File: src/rtl/monster_sprite_pkg.sv
// Shared constants and types for the monster sprite read engine.
package monster_sprite_pkg;

  localparam int unsigned SPRITE_W = 16;
  localparam int unsigned SPRITE_H = 16;
  localparam int unsigned FRAMES   = 2;

  typedef logic [23:0] rgb_t;
  typedef logic [8:0]  sprite_addr_t;

  localparam rgb_t TRANSPARENT = 24'hFF00FF;

endpackage

File: src/rtl/monster_anim_ctr.sv
// Walk animation step counter: counts video frames and advances the
// animation frame index every ANIM_PERIOD frame_sync pulses.
module monster_anim_ctr
  import monster_sprite_pkg::*;
#(
  parameter int unsigned FRAMES      = monster_sprite_pkg::FRAMES,
  parameter int unsigned ANIM_PERIOD = 8,
  localparam int unsigned FrameW     = (FRAMES > 1) ? $clog2(FRAMES) : 1,
  localparam int unsigned CntW       = (ANIM_PERIOD > 1) ? $clog2(ANIM_PERIOD) : 1
) (
  input  logic              Clk,
  input  logic              Reset,
  input  logic              frame_sync,
  output logic [FrameW-1:0] anim_frame
);

  logic [CntW-1:0] vid_cnt;

  // Step vid_cnt per frame; on wrap advance anim_frame modulo FRAMES.
  always_ff @(posedge Clk) begin
    if (Reset) begin
      vid_cnt    <= '0;
      anim_frame <= '0;
    end else if (frame_sync) begin
      if (vid_cnt == CntW'(ANIM_PERIOD - 1)) begin
        vid_cnt    <= '0;
        anim_frame <= (anim_frame == FrameW'(FRAMES - 1)) ? '0 : anim_frame + FrameW'(1);
      end else begin
        vid_cnt <= vid_cnt + CntW'(1);
      end
    end
  end

endmodule

File: src/rtl/monster_sprite_fetch.sv
// Monster sprite read engine: box hit test, sprite RAM addressing and a
// transparency-qualified output stage, 3-cycle fixed latency.
// Optional feature: define MONSTER_FLIP_EN to mirror columns when the
// latched facing_left is high; otherwise facing_left is ignored.
module monster_sprite_fetch
  import monster_sprite_pkg::*;
#(
  parameter int unsigned SPRITE_W    = monster_sprite_pkg::SPRITE_W,
  parameter int unsigned SPRITE_H    = monster_sprite_pkg::SPRITE_H,
  parameter int unsigned FRAMES      = monster_sprite_pkg::FRAMES,
  parameter int unsigned ANIM_PERIOD = 8,
  parameter rgb_t        TRANSPARENT = monster_sprite_pkg::TRANSPARENT
) (
  input  logic         Clk,
  input  logic         Reset,
  input  logic         frame_sync,
  input  logic         pixel_valid,
  input  logic [9:0]   DrawX,
  input  logic [9:0]   DrawY,
  input  logic [9:0]   MonsterX,
  input  logic [9:0]   MonsterY,
  input  logic         monster_alive,
  input  logic         facing_left,
  output sprite_addr_t read_address,
  input  rgb_t         ram_data,
  output logic         sprite_on,
  output rgb_t         sprite_rgb
);

  localparam int unsigned ColW   = $clog2(SPRITE_W);
  localparam int unsigned RowW   = $clog2(SPRITE_H);
  localparam int unsigned FrameW = (FRAMES > 1) ? $clog2(FRAMES) : 1;

  logic [9:0]        x_l, y_l;
  logic              alive_l;
  logic [FrameW-1:0] anim_frame;
  logic              hit, hit_d1, hit_d2;
  logic [ColW-1:0]   col_raw, col;
  logic [RowW-1:0]   row;
  sprite_addr_t      addr_next;

  monster_anim_ctr #(
    .FRAMES      (FRAMES),
    .ANIM_PERIOD (ANIM_PERIOD)
  ) u_anim_ctr (
    .Clk        (Clk),
    .Reset      (Reset),
    .frame_sync (frame_sync),
    .anim_frame (anim_frame)
  );

  // Capture the monster state once per frame so mid-frame changes are ignored.
  always_ff @(posedge Clk) begin
    if (Reset) begin
      x_l     <= '0;
      y_l     <= '0;
      alive_l <= 1'b0;
    end else if (frame_sync) begin
      x_l     <= MonsterX;
      y_l     <= MonsterY;
      alive_l <= monster_alive;
    end
  end

`ifdef MONSTER_FLIP_EN
  logic flip_l;

  // Facing direction is latched alongside the position.
  always_ff @(posedge Clk) begin
    if (Reset) begin
      flip_l <= 1'b0;
    end else if (frame_sync) begin
      flip_l <= facing_left;
    end
  end

  // Mirroring a power-of-two width is a bitwise invert of the column.
  assign col = flip_l ? ~col_raw : col_raw;
`else
  logic unused_facing_left;
  assign unused_facing_left = facing_left;
  assign col = col_raw;
`endif

  // 11-bit compares so a box near the right edge clips instead of wrapping.
  always_comb begin
    hit = pixel_valid & alive_l &
          ({1'b0, DrawX} >= {1'b0, x_l}) &
          ({1'b0, DrawX} <  ({1'b0, x_l} + 11'(SPRITE_W))) &
          ({1'b0, DrawY} >= {1'b0, y_l}) &
          ({1'b0, DrawY} <  ({1'b0, y_l} + 11'(SPRITE_H)));
    col_raw   = ColW'(DrawX - x_l);
    row       = RowW'(DrawY - y_l);
    addr_next = sprite_addr_t'(anim_frame) * sprite_addr_t'(SPRITE_W * SPRITE_H) +
                sprite_addr_t'(row) * sprite_addr_t'(SPRITE_W) +
                sprite_addr_t'(col);
  end

  // Address and hit pipeline; address holds on a miss.
  always_ff @(posedge Clk) begin
    if (Reset) begin
      read_address <= '0;
      hit_d1       <= 1'b0;
      hit_d2       <= 1'b0;
    end else begin
      if (hit) begin
        read_address <= addr_next;
      end
      hit_d1 <= hit;
      hit_d2 <= hit_d1;
    end
  end

  // Output stage gates the RAM word with the delayed hit and colour key.
  always_ff @(posedge Clk) begin
    if (Reset) begin
      sprite_on  <= 1'b0;
      sprite_rgb <= '0;
    end else begin
      sprite_on  <= hit_d2 & (ram_data != TRANSPARENT);
      sprite_rgb <= (hit_d2 & (ram_data != TRANSPARENT)) ? ram_data : '0;
    end
  end

endmodule

File: config.mk
export PLATFORM = sky130hd
export DESIGN_NAME = monster_sprite_fetch
export DESIGN_NICKNAME = d
export VERILOG_FILES = /design/src/rtl/monster_sprite_pkg.sv /design/src/rtl/monster_anim_ctr.sv /design/src/rtl/monster_sprite_fetch.sv
export SDC_FILE = /design/constraint.sdc
export NUM_CORES = 1
export LEC_CHECK = 0
export CORE_ASPECT_RATIO = 0.8
export CORE_UTILIZATION = 60
export DETAILED_ROUTE_END_ITERATION = 7
export DONT_BUFFER_PORTS = 1
export PLACE_DENSITY = 0.75
export SETUP_SLACK_MARGIN = 0.05
export SYNTH_ARGS = -nofsm -noshare
export SYNTH_HDL_FRONTEND = slang
export SYNTH_SLANG_ARGS = --single-unit
File: constraint.sdc
create_clock -name Clk -period 2.6 [get_ports Clk]
set_input_delay 0.26 -clock Clk [delete_from_list [all_inputs] [get_ports Clk]]
set_output_delay 0.26 -clock Clk [all_outputs]
set_load 0.02 [all_outputs]
==> metrics.csv <==
stage,metric,value,unit
die,start_util,0.623,
routing,drtIter0Drc,50,
routing,drt_wl_total,6070,um
die,dieArea,5460,sq um
worst_setup_path,worst-setup-path-type,flop to flop,
sta,slew_headroom,0.261,
routing,drt.antenna.violating_nets,0,
worst_setup_path,critPathMaxFanout,6,
clock_tree,root_buffer,clkbuf_8,
sta,drv_slew,0,
finish,drive_gt1_frac,0.110,
logic_synthesis,synthDistinctLibCells,48,
worst_setup_path,worstPathRequired,2.87,ns
sta,max_freq,0.405,GHz
sta,worst_slew_pin_slew,1.11,ns
logic_synthesis,synth_common_cells,"dfxtp_1, ha_1, nor2_1, inv_1, and2_1",
placement,dpl_cell_area,3150,sq um
worst_setup_path,max_stage_delay,0.56,ns
die,die_h,66.3,um
logic_synthesis,synthXorXnorAreaFrac,0.0367,
die,ios,104,
grt,grt_max_degree,35,
sta,timing_hold_violations_final,0,
sta,fin_crit,2.47,ns
logic_synthesis,netlist.area_leader.share,0.394,
logic_synthesis,synth_fa_ha_area_frac,0.158,
logic_synthesis,syn_area_per_cell,9.57,sq um
worst_setup_path,crit_family,simple AND/OR/NAND/NOR gates,
sta,hold_slack,0.0389,ns
grt,antenna_found_initial,0,
finish,fillers,396,
clock_tree,cts_buffer_depth,2,
finish,final_area,3410,sq um
worst_setup_path,critical_path_buf_inv_count,1,
clock_tree,cts_tree,done,
finish,fin_nets,438,
logic_synthesis,async_flop_share,0,
clock_tree,clk_pin_slew_worst_paths,0.07,ns
grt,track_usage,0.235,
logic_synthesis,ys_top_cells_by_area,"dfxtp_1, ha_1, mux2i_1",
hold_path,hold_start,ram_data[8],
logic_synthesis,yosysSeqAreaShare,0.394,
power,p_per_area,586,nW/um^2
worst_setup_path,critPathCaptureType,flop,
logic_synthesis,synth.most_common_cell,dfxtp_1,
routing,drtPass1Iterations,4,
logic_synthesis,synth-seq-cells,61,
die,core,4980,sq um
routing,avgViaCountPerCell,5.64,
die,rows,23,
logic_synthesis,synth-compound-area-share,0.107,
logic_synthesis,ys.flop_type,dfxtp_1,
worst_setup_path,critPathArrivalTime,2.74,ns
logic_synthesis,synth_mux_area_frac,0.0775,
worst_setup_path,path_cells,"ha_2, inv_1, ha_1, a21o_1, a21oi_1, a311o_1, nand4_2, or4_1, o21ai_1",
sta,setup_tns,0,ns
sta,post-route-period-util,0.949,
logic_synthesis,yosys_warnings,0,
placement,dp_hpwl,4590,um
clock_tree,cts.sinks,61,
logic_synthesis,syn_nets,432,
routing,wl_per_cell,15.3,um
routing,vias,2240,
clock_tree,ctsHtreeMaxLevel,3,
grt,grt_pass1_wl,9260,um
sta,setup_viol,0,
grt,grt.overflow.total,0,
worst_setup_path,cp-start-kind,flop,
routing,drc,0,
worst_setup_path,cp-startpoint,x_l[5]$_SDFFE_PP0P_,
grt,grt_pass1_vias,2093,
clock_tree,insertion_delay,0.34,ns
power,p_leak,0.00142,uW
power,ir_drop,533,uV
logic_synthesis,synth_top_family_by_area,simple AND/OR/NAND/NOR gates,
placement,port-buffer-count,0,
finish,syn2layout_area_growth,10.1,%
sta,fin_skew,0.00433,ns
die,die_w,82.4,um
worst_setup_path,rr_startpoint,x_l[5]$_SDFFE_PP0P_,
logic_synthesis,syn_inst,324,
logic_synthesis,synth_area_leader_cell,dfxtp_1,
placement,gp_congestion,0.844,
worst_setup_path,slowest_stage,or4_1,
flow_run,drv_cap,0,
clock_tree,cts_made_buffers,9,
logic_synthesis,synth_simple_gate_area_share,0.181,
sta,grt_setup_unrepaired,false,
logic_synthesis,synth-edff-count,0,
logic_synthesis,syn-cell-area,3100,sq um
outcome,status,"finished, final reports clean",
hold_path,hp-class,input pin to flop,
finish,num_antenna_cells,0,
## area by class of cell
type | count | area, sq um | share of cell area
tap | 62 | 77.6 | 0.0227
clock inverter | 5 | 35.0 | 0.0103
timing repair buffer | 5 | 50.0 | 0.0147
multi-input combinational | 226 | 1780 | 0.520
inverter | 27 | 101 | 0.0297
clock buffer | 11 | 151 | 0.0444
sequential | 61 | 1220 | 0.358
## what timing repair did
action / in CTS / in global routing
pin swaps: 1 / 2
hold endpoints to repair: 34 / 0
hold buffers: 1 / 0
cloned: 0 / 0
resized for setup: 0 / 8
buffers inserted: 0 / 3
endpoints found under the setup margin: 1 / 6
## worst register-to-register path, stage by stage (launching register included)
cell,delay (ns)
dfxtp_1,0.34
ha_2,0.32
inv_1,0.04
ha_1,0.31
a21o_1,0.18
a21oi_1,0.13
a311o_1,0.23
nand4_2,0.20
or4_1,0.56
o21ai_1,0.10
## power by group
part	switching [uW]	internal [uW]	total, uW
Sequential	21.6	958	980
Clock	367	397	764
Combinational	134	124	258
## per-layer routing
| layer | track usage | vias to the layer above | share of wire |
|---|---|---|---|
| li1 | - | 1141 | - |
| met1 | 0.267 | 1023 | 0.43 |
| met3 | 0.117 | 7 | 0.093 |
| met4 | 0.0965 | 0 | 0.012 |
| met5 | 0 | - | 0 |
| met2 | 0.371 | 69 | 0.46 |
## logic make-up after synthesis
| logic type | count (synthesis) |
|---|---|
| fa+ha+maj | 38 |
| compound gates | 51 |
| simple gates | 100 |
| flops | 61 |
| mux | 24 |
| xor+xnor | 13 |
| buf+inv | 37 |
## registers in the layout, indices dropped and copies added, names as in the netlist
signal / cells
alive_l: 1
sprite_on: 1
u_anim_ctr.vid_cnt: 3
hit_d2: 1
hit_d1: 1
sprite_rgb: 24
x_l: 10
read_address: 9
u_anim_ctr.anim_frame: 1
y_l: 10
## final timing paths
check                                 endpoint  slack, ns  depth (start not counted)
hold / removal        sprite_rgb[8]$_SDFF_PP0_       0.04                          1
hold reg to reg              hit_d2$_SDFF_PP0_       0.46                          1
setup reg to reg  read_address[7]$_SDFFE_PP0P_       0.13                          9
setup / recovery  read_address[7]$_SDFFE_PP0P_       0.13                          9
## cell usage in the layout, fill, tap and decap left out, types with 2 or more instances in the layout
cell      Yosys  final
nor2_1       28     27
nor3_1        4      2
nand4b_1      4      4
and3_1        2      2
clkbuf_8      0     11
nor3_2        0      2
nand2b_1      4      4
a21oi_1      16     15
o21ai_1       2      2
a211oi_1      5      5
ha_1         36     35
nand3_1       8      8
or4_1         2      2
nand4_1       3      3
nand3_2       2      2
a21oi_2       1      2
clkinv_4      0      2
o21ai_0      11     11
dfxtp_1      61     60
inv_1        27     27
buf_4         0      4
xnor2_1      12     12
nand3b_1      2      2
and2_1       25     25
clkinv_2      0      2
a21o_1        4      4
nand2_1       9      9
fa_1          2      2
mux2i_1      24     24
## metrics by stage
stage,worst slack [ns],total power [uW],std cells,utilization
3_3_place_gp,0.148,1230,377,0.633
3_5_place_dp,0.0861,1240,377,0.633
2_1_floorplan,0.332,1200,324,-
5_1_grt,0.0203,2100,397,0.686
6_report,0.131,2000,397,0.686
4_1_cts,0.0592,2010,394,0.674
Note: power is estimated with default switching activity, not from simulation.
